--- src/rtl/video_mode_pkg.sv ---
// Shared types and helpers for the video mode controller.
package video_mode_pkg;

  // Detected or committed video standard; encoding matches the o_mode port.
  typedef enum logic [1:0] {
    MODE_NONE   = 2'b00,
    MODE_PAL50  = 2'b01,
    MODE_NTSC60 = 2'b10,
    MODE_VGA    = 2'b11
  } mode_t;

  // Mode controller FSM states.
  typedef enum logic [2:0] {
    ST_SEARCH  = 3'd0,
    ST_CONFIRM = 3'd1,
    ST_SWITCH  = 3'd2,
    ST_ALIGN   = 3'd3,
    ST_LOCKED  = 3'd4
  } state_t;

  localparam int LINE_W = 11;
  localparam logic [LINE_W-1:0] LINE_MAX = 11'd2047;

  // Classify one finished frame from its line count and the measured rate.
  function automatic mode_t classify(input logic [LINE_W-1:0] lines,
                                     input logic [7:0]        fps,
                                     input logic              fps_valid,
                                     input int                line_thresh,
                                     input int                fps_thresh);
    mode_t m;
    if ({21'd0, lines} > line_thresh) begin
      m = MODE_VGA;
    end else if (fps_valid) begin
      m = ({24'd0, fps} < fps_thresh) ? MODE_PAL50 : MODE_NTSC60;
    end else begin
      m = MODE_NONE;
    end
    return m;
  endfunction

endpackage

--- src/rtl/sync_edge_det.sv ---
// Rising-edge detector for a signal already synchronous to clk.
// The pulse is registered, so it appears the cycle after the input rises.
module sync_edge_det (
  input  logic clk,
  input  logic reset,
  input  logic i_sig,
  output logic o_rise
);

  logic r_prev;
  logic r_rise;

  // Delay the input by one cycle and register the rising-edge pulse.
  always_ff @(posedge clk or negedge reset) begin
    if (!reset) begin
      r_prev <= 1'b0;
      r_rise <= 1'b0;
    end else begin
      r_prev <= i_sig;
      r_rise <= i_sig & ~r_prev;
    end
  end

  assign o_rise = r_rise;

endmodule

--- src/rtl/video_mode_ctrl.sv ---
// Video mode controller: classifies incoming frames (PAL50 / NTSC60 / VGA),
// debounces mode changes over several frames, pulses a generator reset on a
// commit and re-aligns the generators to the next vsync before locking.
//
// i_fps/i_fps_valid form a valid-only interface: i_fps is used at a vsync
// edge only when i_fps_valid is high in that cycle; there is no ready/backpressure.
module video_mode_ctrl
  import video_mode_pkg::*;
#(
  parameter int LINE_THRESH   = 400,
  parameter int FPS_THRESH    = 58,
  parameter int STABLE_FRAMES = 4,
  parameter int RST_CYCLES    = 16,
  parameter int VS_TIMEOUT    = 4_000_000
) (
  input  logic       clk,
  input  logic       reset,
  input  logic       i_hsync,
  input  logic       i_vsync,
  input  logic [7:0] i_fps,
  input  logic       i_fps_valid,
  output logic [1:0] o_mode,
  output logic       o_sel_60hz,
  output logic       o_passthrough,
  output logic       o_gen_reset,
  output logic       o_blank,
  output logic       o_locked,
  output logic       o_mode_change,
  output logic [2:0] o_dbg_state
);

  localparam int CNT_W = $clog2(STABLE_FRAMES + 1);
  localparam int RST_W = $clog2(RST_CYCLES + 1);
  localparam int TO_W  = $clog2(VS_TIMEOUT + 1);

  logic              w_hs_rise;
  logic              w_vs_rise;
  logic              w_timeout;
  logic              w_frame_done;
  mode_t             w_class;

  logic [LINE_W-1:0] r_line_cnt;
  logic [TO_W-1:0]   r_to_cnt;
  logic              r_frame_started;

  state_t            r_state;
  mode_t             r_mode;
  mode_t             r_cand;
  logic [CNT_W-1:0]  r_cnt;
  logic [CNT_W-1:0]  r_mis_cnt;
  logic [RST_W-1:0]  r_rst_cnt;
  logic              r_gen_reset;
  logic              r_mode_change;
  logic              r_sel_60hz;
  logic              r_passthrough;
  logic              r_locked;
  logic              r_blank;

  sync_edge_det u_hs_edge (
    .clk   (clk),
    .reset (reset),
    .i_sig (i_hsync),
    .o_rise(w_hs_rise)
  );

  sync_edge_det u_vs_edge (
    .clk   (clk),
    .reset (reset),
    .i_sig (i_vsync),
    .o_rise(w_vs_rise)
  );

  assign w_timeout    = (r_to_cnt == TO_W'(VS_TIMEOUT));
  // The first vsync after reset or signal loss only opens a frame; it is not classified.
  assign w_frame_done = w_vs_rise & r_frame_started;
  assign w_class      = classify(r_line_cnt, i_fps, i_fps_valid, LINE_THRESH, FPS_THRESH);

  // Line counter, vsync timeout counter and frame-open flag.
  always_ff @(posedge clk or negedge reset) begin
    if (!reset) begin
      r_line_cnt      <= '0;
      r_to_cnt        <= '0;
      r_frame_started <= 1'b0;
    end else begin
      if (w_vs_rise) begin
        // A coincident hsync is line 1 of the new frame.
        r_line_cnt      <= w_hs_rise ? 11'd1 : 11'd0;
        r_to_cnt        <= '0;
        r_frame_started <= 1'b1;
      end else begin
        if (w_hs_rise && (r_line_cnt != LINE_MAX)) begin
          r_line_cnt <= r_line_cnt + 11'd1;
        end
        if (!w_timeout) begin
          r_to_cnt <= r_to_cnt + TO_W'(1);
        end else begin
          r_frame_started <= 1'b0;
        end
      end
    end
  end

  // Mode FSM: search, confirm, generator reset, frame align and lock supervision.
  always_ff @(posedge clk or negedge reset) begin
    if (!reset) begin
      r_state       <= ST_SEARCH;
      r_mode        <= MODE_NONE;
      r_cand        <= MODE_NONE;
      r_cnt         <= '0;
      r_mis_cnt     <= '0;
      r_rst_cnt     <= '0;
      r_gen_reset   <= 1'b0;
      r_mode_change <= 1'b0;
    end else begin
      r_mode_change <= 1'b0;
      if (w_timeout && (r_state != ST_SEARCH)) begin
        r_state     <= ST_SEARCH;
        r_mode      <= MODE_NONE;
        r_gen_reset <= 1'b0;
        r_cnt       <= '0;
        r_mis_cnt   <= '0;
        r_rst_cnt   <= '0;
      end else begin
        case (r_state)
          ST_SEARCH: begin
            if (w_frame_done && (w_class != MODE_NONE)) begin
              r_cand  <= w_class;
              r_cnt   <= CNT_W'(1);
              r_state <= ST_CONFIRM;
            end
          end
          ST_CONFIRM: begin
            if (w_frame_done) begin
              if (w_class == r_cand) begin
                if (r_cnt >= CNT_W'(STABLE_FRAMES - 1)) begin
                  r_mode        <= r_cand;
                  r_mode_change <= 1'b1;
                  r_gen_reset   <= 1'b1;
                  r_rst_cnt     <= '0;
                  r_cnt         <= '0;
                  r_state       <= ST_SWITCH;
                end else begin
                  r_cnt <= r_cnt + CNT_W'(1);
                end
              end else if (w_class == MODE_NONE) begin
                r_cnt   <= '0;
                r_state <= ST_SEARCH;
              end else begin
                r_cand <= w_class;
                r_cnt  <= CNT_W'(1);
              end
            end
          end
          ST_SWITCH: begin
            if (r_rst_cnt == RST_W'(RST_CYCLES - 1)) begin
              r_gen_reset <= 1'b0;
              r_rst_cnt   <= '0;
              r_state     <= ST_ALIGN;
            end else begin
              r_rst_cnt <= r_rst_cnt + RST_W'(1);
            end
          end
          ST_ALIGN: begin
            // Release into LOCKED on a frame boundary so generators start aligned.
            if (w_vs_rise) begin
              r_mis_cnt <= '0;
              r_state   <= ST_LOCKED;
            end
          end
          ST_LOCKED: begin
            if (w_frame_done) begin
              if (w_class == r_mode) begin
                r_mis_cnt <= '0;
              end else if (r_mis_cnt >= CNT_W'(STABLE_FRAMES - 1)) begin
                r_mis_cnt <= '0;
                r_mode    <= MODE_NONE;
                r_state   <= ST_SEARCH;
              end else begin
                r_mis_cnt <= r_mis_cnt + CNT_W'(1);
              end
            end
          end
          default: begin
            r_state <= ST_SEARCH;
          end
        endcase
      end
    end
  end

  // Registered output decode of the committed mode and lock state.
  always_ff @(posedge clk or negedge reset) begin
    if (!reset) begin
      r_sel_60hz    <= 1'b0;
      r_passthrough <= 1'b0;
      r_locked      <= 1'b0;
      r_blank       <= 1'b1;
    end else begin
      r_sel_60hz    <= (r_mode == MODE_NTSC60);
      r_passthrough <= (r_mode == MODE_VGA);
      r_locked      <= (r_state == ST_LOCKED);
      r_blank       <= (r_state != ST_LOCKED);
    end
  end

  assign o_mode        = r_mode;
  assign o_sel_60hz    = r_sel_60hz;
  assign o_passthrough = r_passthrough;
  assign o_gen_reset   = r_gen_reset;
  assign o_blank       = r_blank;
  assign o_locked      = r_locked;
  assign o_mode_change = r_mode_change;
  assign o_dbg_state   = r_state;

endmodule

--- config.mk ---
export PLATFORM = sky130hd
export DESIGN_NAME = video_mode_ctrl
export DESIGN_NICKNAME = d
export VERILOG_FILES = /design/src/rtl/video_mode_pkg.sv /design/src/rtl/sync_edge_det.sv /design/src/rtl/video_mode_ctrl.sv
export SDC_FILE = /design/constraint.sdc
export NUM_CORES = 1
export LEC_CHECK = 0
export CORE_MARGIN = 4
export CORE_UTILIZATION = 63
export DETAILED_ROUTE_END_ITERATION = 8
export GPL_TIMING_DRIVEN = 0
export PLACE_DENSITY = 0.85
export SYNTH_ARGS = -nofsm -noshare
export SYNTH_HDL_FRONTEND = slang
export SYNTH_SLANG_ARGS = --single-unit
--- constraint.sdc ---
create_clock -name clk -period 3.75 [get_ports clk]
set_input_delay 0.75 -clock clk [delete_from_list [all_inputs] [get_ports clk]]
set_output_delay 0.75 -clock clk [all_outputs]
set_load 0.02 [all_outputs]
==> results of run 1 <==
## worst max-delay path: stages
cell and delay, ps:
clkdlybuf4s50_1 420, o2111ai_1 360, nand4b_1 150, a311oi_1 570
o21ai_1 210, o311ai_1 170, mux2_2 390
## how the worst max path moves through the flow
stage	to	slack (ps)
CTS	o_mode[0]$_DFFE_PN0P_	1000
global placement	r_to_cnt[12]$_DFFE_PN0P_	50
floorplan	o_mode[0]$_DFFE_PN0P_	1460
detailed placement	o_mode[0]$_DFFE_PN0P_	630
global route	o_mode[0]$_DFFE_PN0P_	880
finish	o_mode[0]$_DFFE_PN0P_	950
## stage by stage
stage / area, um^2 / power, uW
4_1_cts: 3820 / 2160
3_5_place_dp: 3670 / 1670
2_1_floorplan: 3360 / 1430
5_1_grt: 3820 / 2290
3_3_place_gp: 3650 / 1640
6_report: 3820 / 2150
## cells in the mapped netlist, types with 3 or more instances
library cell	n	area, um^2
dfrtp_1	61	1530
nor2_1	45	169
nand2_1	24	90.1
nand3_1	17	85.1
inv_1	16	60.1
xor2_1	16	140
a21oi_1	14	70.1
xnor2_1	11	96.3
nor3_1	10	50.1
ha_1	9	113
o21ai_0	9	45.0
clkbuf_1	8	30.0
and2_1	7	43.8
nor2b_1	7	43.8
a31oi_1	6	37.5
mux2_2	6	67.6
nand4_1	6	37.5
o21ai_1	6	30.0
or3_1	6	37.5
a211oi_1	5	37.5
o31ai_1	5	37.5
o211ai_2	4	50.1
a22o_1	3	26.3
and3_1	3	18.8
nand3b_1	3	22.5
nand4b_1	3	26.3
nor4b_1	3	26.3
o211ai_1	3	22.5
## state kept, by name, indices dropped and copies added, names as in the netlist
| register | count |
|---|---|
| u_vs_edge.r_prev | 1 |
| o_locked | 1 |
| r_line_cnt | 11 |
| r_cand | 2 |
| r_cnt | 3 |
| o_sel_60hz | 1 |
| r_rst_cnt | 5 |
| u_vs_edge.o_rise | 1 |
| u_hs_edge.o_rise | 1 |
| r_frame_started | 1 |
| u_hs_edge.r_prev | 1 |
| o_dbg_state | 3 |
| r_to_cnt | 22 |
| o_gen_reset | 1 |
| o_passthrough | 1 |
| o_blank | 1 |
| r_mis_cnt | 3 |
| o_mode | 2 |
| o_mode_change | 1 |
## logic make-up (layout without fill, tap and decap cells)
group | after synthesis | after routing | share of synthesized area
AOI/OAI and AO/OA | 73 | 73 | 0.153
xor gates and xnor gates | 27 | 27 | 0.0705
adders and majority gates | 9 | 9 | 0.0336
buffers and inverters | 26 | 62 | 0.0298
DFF | 62 | 62 | 0.463
muxes | 8 | 8 | 0.0276
and+or+nand+nor | 146 | 146 | 0.223
## routing by layer
metal,track usage,wire [um]
met1,0.305,3010
met2,0.378,3250
met3,0.0488,310
met4,0.117,160
met5,0,0
## where the power goes
part | leakage (uW) | total (uW) | internal (uW) | switching, uW
Sequential | 0.000823 | 888 | 776 | 112
Clock | 0.0000821 | 487 | 248 | 239
Combinational | 0.000742 | 778 | 358 | 420
Total | 0.00165 | 2150 | 1380 | 772
## final cells by class
class                      count  share of cell area
buffer                        10              0.0105
timing repair buffer          22              0.0589
multi-input combinational    263               0.445
sequential                    62               0.406
clock buffer                  12              0.0380
tap                           70              0.0229
inverter                      16              0.0157
clock inverter                 2             0.00262
==> results.sh, run 1 <==
export IMPL_clock_latency_ps=340
export IMPL_core_area_um2=5140
export IMPL_reg2reg_to="o_mode[0]$_DFFE_PN0P_"
export IMPL_final_cell_mix="dfrtp_1 (61), nor2_1 (45), nand2_1 (24)"
export IMPL_hold_ws_ps=398
export IMPL_reg2reg_from="r_line_cnt[0]$_DFFE_PN0P_"
export IMPL_synthArstFlopShare=1.00
export IMPL_dpl_cell_count=443
export IMPL_finalNonFillerCells=457
export IMPL_reg2reg_slack_ps=1010
export IMPL_pre_cts_slack_ps=628
export IMPL_ant_nets=0
export IMPL_wire_per_inst_um=14.7
export IMPL_dp_hpwl_mm=5.02
export IMPL_syn_to_final_growth_pct=13.9
export IMPL_synthesis_area_um2=3360
export IMPL_worst_slew_pin_slew_ps=851
export IMPL_outcome="finished, final reports clean"
export IMPL_ir_drop_mv=0.312
export IMPL_path_clk_slew_ps=70
export IMPL_vias=2680
export IMPL_grt_use_total=0.236
export IMPL_power_per_cell_area_nw_per_um2=563
export IMPL_dieWidth_um=81.0
export IMPL_yosys_warnings=0
export IMPL_num_io_pins=24
export IMPL_regArea_um2=1550
export IMPL_start_kind="input port"
export IMPL_antenna_found_initial=0
export IMPL_hold_path_class="reg2reg"
export IMPL_finalHoldViolations=0
export IMPL_grt_max_degree=35
export IMPL_timing_final_crit_share=0.748
export IMPL_rows=26
export IMPL_slew_headroom=0.428
export IMPL_die_h_um=81.0
export IMPL_gp_congestion=0.901
export IMPL_drc=0
export IMPL_antenna_cells=0
export IMPL_crit_arrival_ps=3030
export IMPL_multi_input_area_um2=1700
export IMPL_fmax_mhz=357
export IMPL_drt_initial_drc_count=250
export IMPL_dr_pass1_iters=5
export IMPL_finalWorstSetupSlack_ps=946
export IMPL_final_common_cell="dfrtp_1"
export IMPL_hold_end="u_hs_edge.o_rise$_DFF_PN0_"
export IMPL_path_max_fanout=4
export IMPL_rsz0062_at_grt="false"
export IMPL_fin_nets=406
export IMPL_clock_sinks=62
export IMPL_grt_pass1_wl_mm=11.9
export IMPL_post_cts_buffers=0
export IMPL_fillCellCount=394
export IMPL_overflow=0
export IMPL_setup_viol_count_final=0
export IMPL_utilization=0.744
export IMPL_synth_edff_count=0
export IMPL_final_layout_size_suffix_gt1_frac=0.0853
export IMPL_period_minus_slack_ps=2800
export IMPL_numPortBuffers=21
export IMPL_cts_max_path_buffers=2
export IMPL_cts_root_buf="clkbuf_8"
export IMPL_start_util=0.653
export IMPL_wl_mm=6.73
export IMPL_dieArea_um2=6560
export IMPL_synth_cells=351
export IMPL_cp_startpoint="i_fps[2]"
export IMPL_h_tree_depth=3
export IMPL_drv_slew=0
export IMPL_cts_repair_resized=0
export IMPL_cts_buffers=9
export IMPL_reg2regPathDepth=8
export IMPL_hold_start="u_hs_edge.r_prev$_DFF_PN0_"
export IMPL_required_ps=3980
export IMPL_avgSynthCellArea_um2=9.56
export IMPL_synth_seq_area_share=0.463
export IMPL_crit_type="in2reg"
export IMPL_vias_per_cell=5.86
export IMPL_whs_path_depth=1
export IMPL_synth_flop_cell="dfrtp_1"
export IMPL_cts_tree="yes"
export IMPL_grt_pass1_vias=2647
export IMPL_cts_hold_buf=0
export IMPL_leakage_uw=0.00165
export IMPL_synthDistinctLibCells=56
export IMPL_synth_ff_latch_count=62
export IMPL_syn_nets=373
export IMPL_skew_ps=6.93
export IMPL_cp_end_kind="flop"
export IMPL_cap_violations=0
export IMPL_setup_tns_ps=0
Note: power is estimated with default switching activity, not from simulation.
==> run 2, diff against run 1 <==
--- a/config.mk
+++ b/config.mk
@@ -6,10 +6,10 @@
 export NUM_CORES = 1
 export LEC_CHECK = 0
 export CORE_MARGIN = 4
-export CORE_UTILIZATION = 63
+export CORE_UTILIZATION = 53
 export DETAILED_ROUTE_END_ITERATION = 8
 export GPL_TIMING_DRIVEN = 0
-export PLACE_DENSITY = 0.85
+export PLACE_DENSITY = 0.76
 export SYNTH_ARGS = -nofsm -noshare
 export SYNTH_HDL_FRONTEND = slang
 export SYNTH_SLANG_ARGS = --single-unit
==> constraint.sdc (replaced) <==
create_clock -name clk -period 2.5 [get_ports clk]
set_input_delay 0.5 -clock clk [delete_from_list [all_inputs] [get_ports clk]]
set_output_delay 0.5 -clock clk [all_outputs]
set_load 0.02 [all_outputs]
==> results.sh, run 2 (same netlist as run 1, synthesis figures left out) <==
export IMPL_max_stage_delay_ps=440
export IMPL_reg2reg_slack_ps=130
export IMPL_cts_root_buf="clkbuf_8"
export IMPL_clock_latency_ps=340
export IMPL_syn_to_final_growth_pct=15.0
export IMPL_cts_buffers=9
export IMPL_fin_nets=406
export IMPL_largest_reg_flops=22
export IMPL_die_h_um=87.6
export IMPL_finalWorstSetupSlack_ps=128
export IMPL_h_tree_depth=3
export IMPL_final_cell_mix="dfrtp_1 (61), nor2_1 (45), nand2_1 (24)"
export IMPL_rsz0062_at_grt="false"
export IMPL_path_max_fanout=7
export IMPL_grt_use_total=0.194
export IMPL_post_cts_buffers=0
export IMPL_final_common_cell="dfrtp_1"
export IMPL_hold_ws_ps=172
export IMPL_reg_top3="r_to_cnt x22, r_line_cnt x11, r_rst_cnt x5"
export IMPL_start_kind="flop"
export IMPL_antenna_found_initial=0
export IMPL_num_io_pins=24
export IMPL_wl_mm=6.66
export IMPL_drv_slew=0
export IMPL_met2_length_mm=3.13
export IMPL_gp_congestion=0.970
export IMPL_skew_ps=6.91
export IMPL_overflow=0
export IMPL_cts_max_path_buffers=2
export IMPL_clock_sinks=62
export IMPL_crit_arrival_ps=2590
export IMPL_total_power_uw=3260
export IMPL_largest_register="r_to_cnt"
export IMPL_start_util=0.557
export IMPL_period_minus_slack_ps=2370
export IMPL_timing_final_crit_share=0.949
export IMPL_ant_nets=0
export IMPL_dpl_cell_count=448
export IMPL_dp_hpwl_mm=4.83
export IMPL_finalNonFillerCells=464
export IMPL_worst_slew_pin_slew_ps=852
export IMPL_pre_cts_slack_ps=-325
export IMPL_cts_tree="yes"
export IMPL_required_ps=2720
export IMPL_final_layout_size_suffix_gt1_frac=0.0925
export IMPL_power_per_cell_area_nw_per_um2=845
export IMPL_leakage_uw=0.00165
export IMPL_finalHoldViolations=0
export IMPL_endpoint="o_mode[0]$_DFFE_PN0P_"
export IMPL_drt_initial_drc_count=138
export IMPL_dieWidth_um=87.6
export IMPL_reg2regPathDepth=8
export IMPL_vias_per_cell=5.68
export IMPL_setup_viol_count_final=0
export IMPL_dr_wl_met3_um=269
export IMPL_dieArea_um2=7670
export IMPL_drc=0
export IMPL_wire_per_inst_um=14.4
export IMPL_core_area_um2=6030
export IMPL_slew_headroom=0.427
export IMPL_dr_pass1_iters=4
export IMPL_crit_slowest_cell="a311oi_2"
export IMPL_reg2reg_to="o_mode[0]$_DFFE_PN0P_"
export IMPL_rows=28
export IMPL_crit_type="reg2reg"
export IMPL_vias=2635
export IMPL_path_clk_slew_ps=70
export IMPL_cp_startpoint="r_line_cnt[0]$_DFFE_PN0P_"
export IMPL_hold_path_class="in2async"
export IMPL_grt_max_degree=36
export IMPL_reg2reg_from="r_line_cnt[0]$_DFFE_PN0P_"
export IMPL_top_layer_used="met4"
export IMPL_outcome="finished, final reports clean"
export IMPL_cap_violations=0
export IMPL_cts_hold_buf=0
export IMPL_numPortBuffers=21
export IMPL_cp_end_kind="flop"
export IMPL_crit_path_cell_trace="inv_1, ha_1, nor3b_2, o211ai_2, a311oi_2, o21ai_1, o311ai_2, mux2_2"
export IMPL_antenna_cells=0
export IMPL_drt_met1_wl_mm=3.12
export IMPL_ir_drop_mv=0.489
export IMPL_grt_pass1_wl_mm=11.6
export IMPL_fmax_mhz=422
export IMPL_grt_pass1_vias=2667
## run 2: layout make-up
type | instances | area [um^2]
Buffer | 10 | 40.0
Clock buffer | 15 | 156
Clock inverter | 1 | 5.00
Fill cell | 497 | 2170
Inverter | 16 | 60.1
Multi-Input combinational cell | 263 | 1730
Sequential cell | 62 | 1550
Tap cell | 75 | 93.8
Timing Repair Buffer | 22 | 225
## run 2: what timing repair did
item,CTS,global route
setup endpoints to repair,7,3
cloned,0,0
gates resized for setup,2,2
## run 2: worst min path at each step
stage | from | slack [ps] | end | cells past startpoint
final | reset | 170 | o_sel_60hz$_DFF_PN0_ | 1
after global routing | reset | 230 | o_sel_60hz$_DFF_PN0_ | 1
after CTS | reset | 200 | o_sel_60hz$_DFF_PN0_ | 1
after detailed placement | u_hs_edge.r_prev$_DFF_PN0_ | 390 | u_hs_edge.o_rise$_DFF_PN0_ | 1
after global placement | u_hs_edge.r_prev$_DFF_PN0_ | 390 | u_hs_edge.o_rise$_DFF_PN0_ | 1
after floorplan | reset | 200 | o_dbg_state[0]$_DFFE_PN0P_ | 0
## run 2: routing by layer
metal / vias up / GRT usage
li1: 1324 / -
met1: 1246 / 0.255
met2: 51 / 0.293
met3: 14 / 0.0564
met4: 0 / 0.0962
met5: - / 0
## run 2: per-stage QoR
| step | setup TNS (ps) | utilization | cell area (um^2) |
|---|---|---|---|
| after global routing | 0 | 0.641 | 3860 |
| after CTS | 0 | 0.638 | 3850 |
| after global placement | -64730 | 0.607 | 3660 |
| after floorplan | 0 | - | 3360 |
| after detailed placement | -2460 | 0.610 | 3670 |
| final | 0 | 0.641 | 3860 |
## run 2: power breakdown
part           internal, uW  leakage [uW]  switching, uW
clock                   388     0.0000817            359
sequential             1160      0.000823            174
combinational           548      0.000748            630
## run 2: worst max-delay path, delay by kind of cell (launching register included)
family,cells,cell delay (ps)
flops,1,430
fa+ha+maj,1,130
compound gates,4,990
mux,1,380
simple gates,1,260
buf+inv,1,80
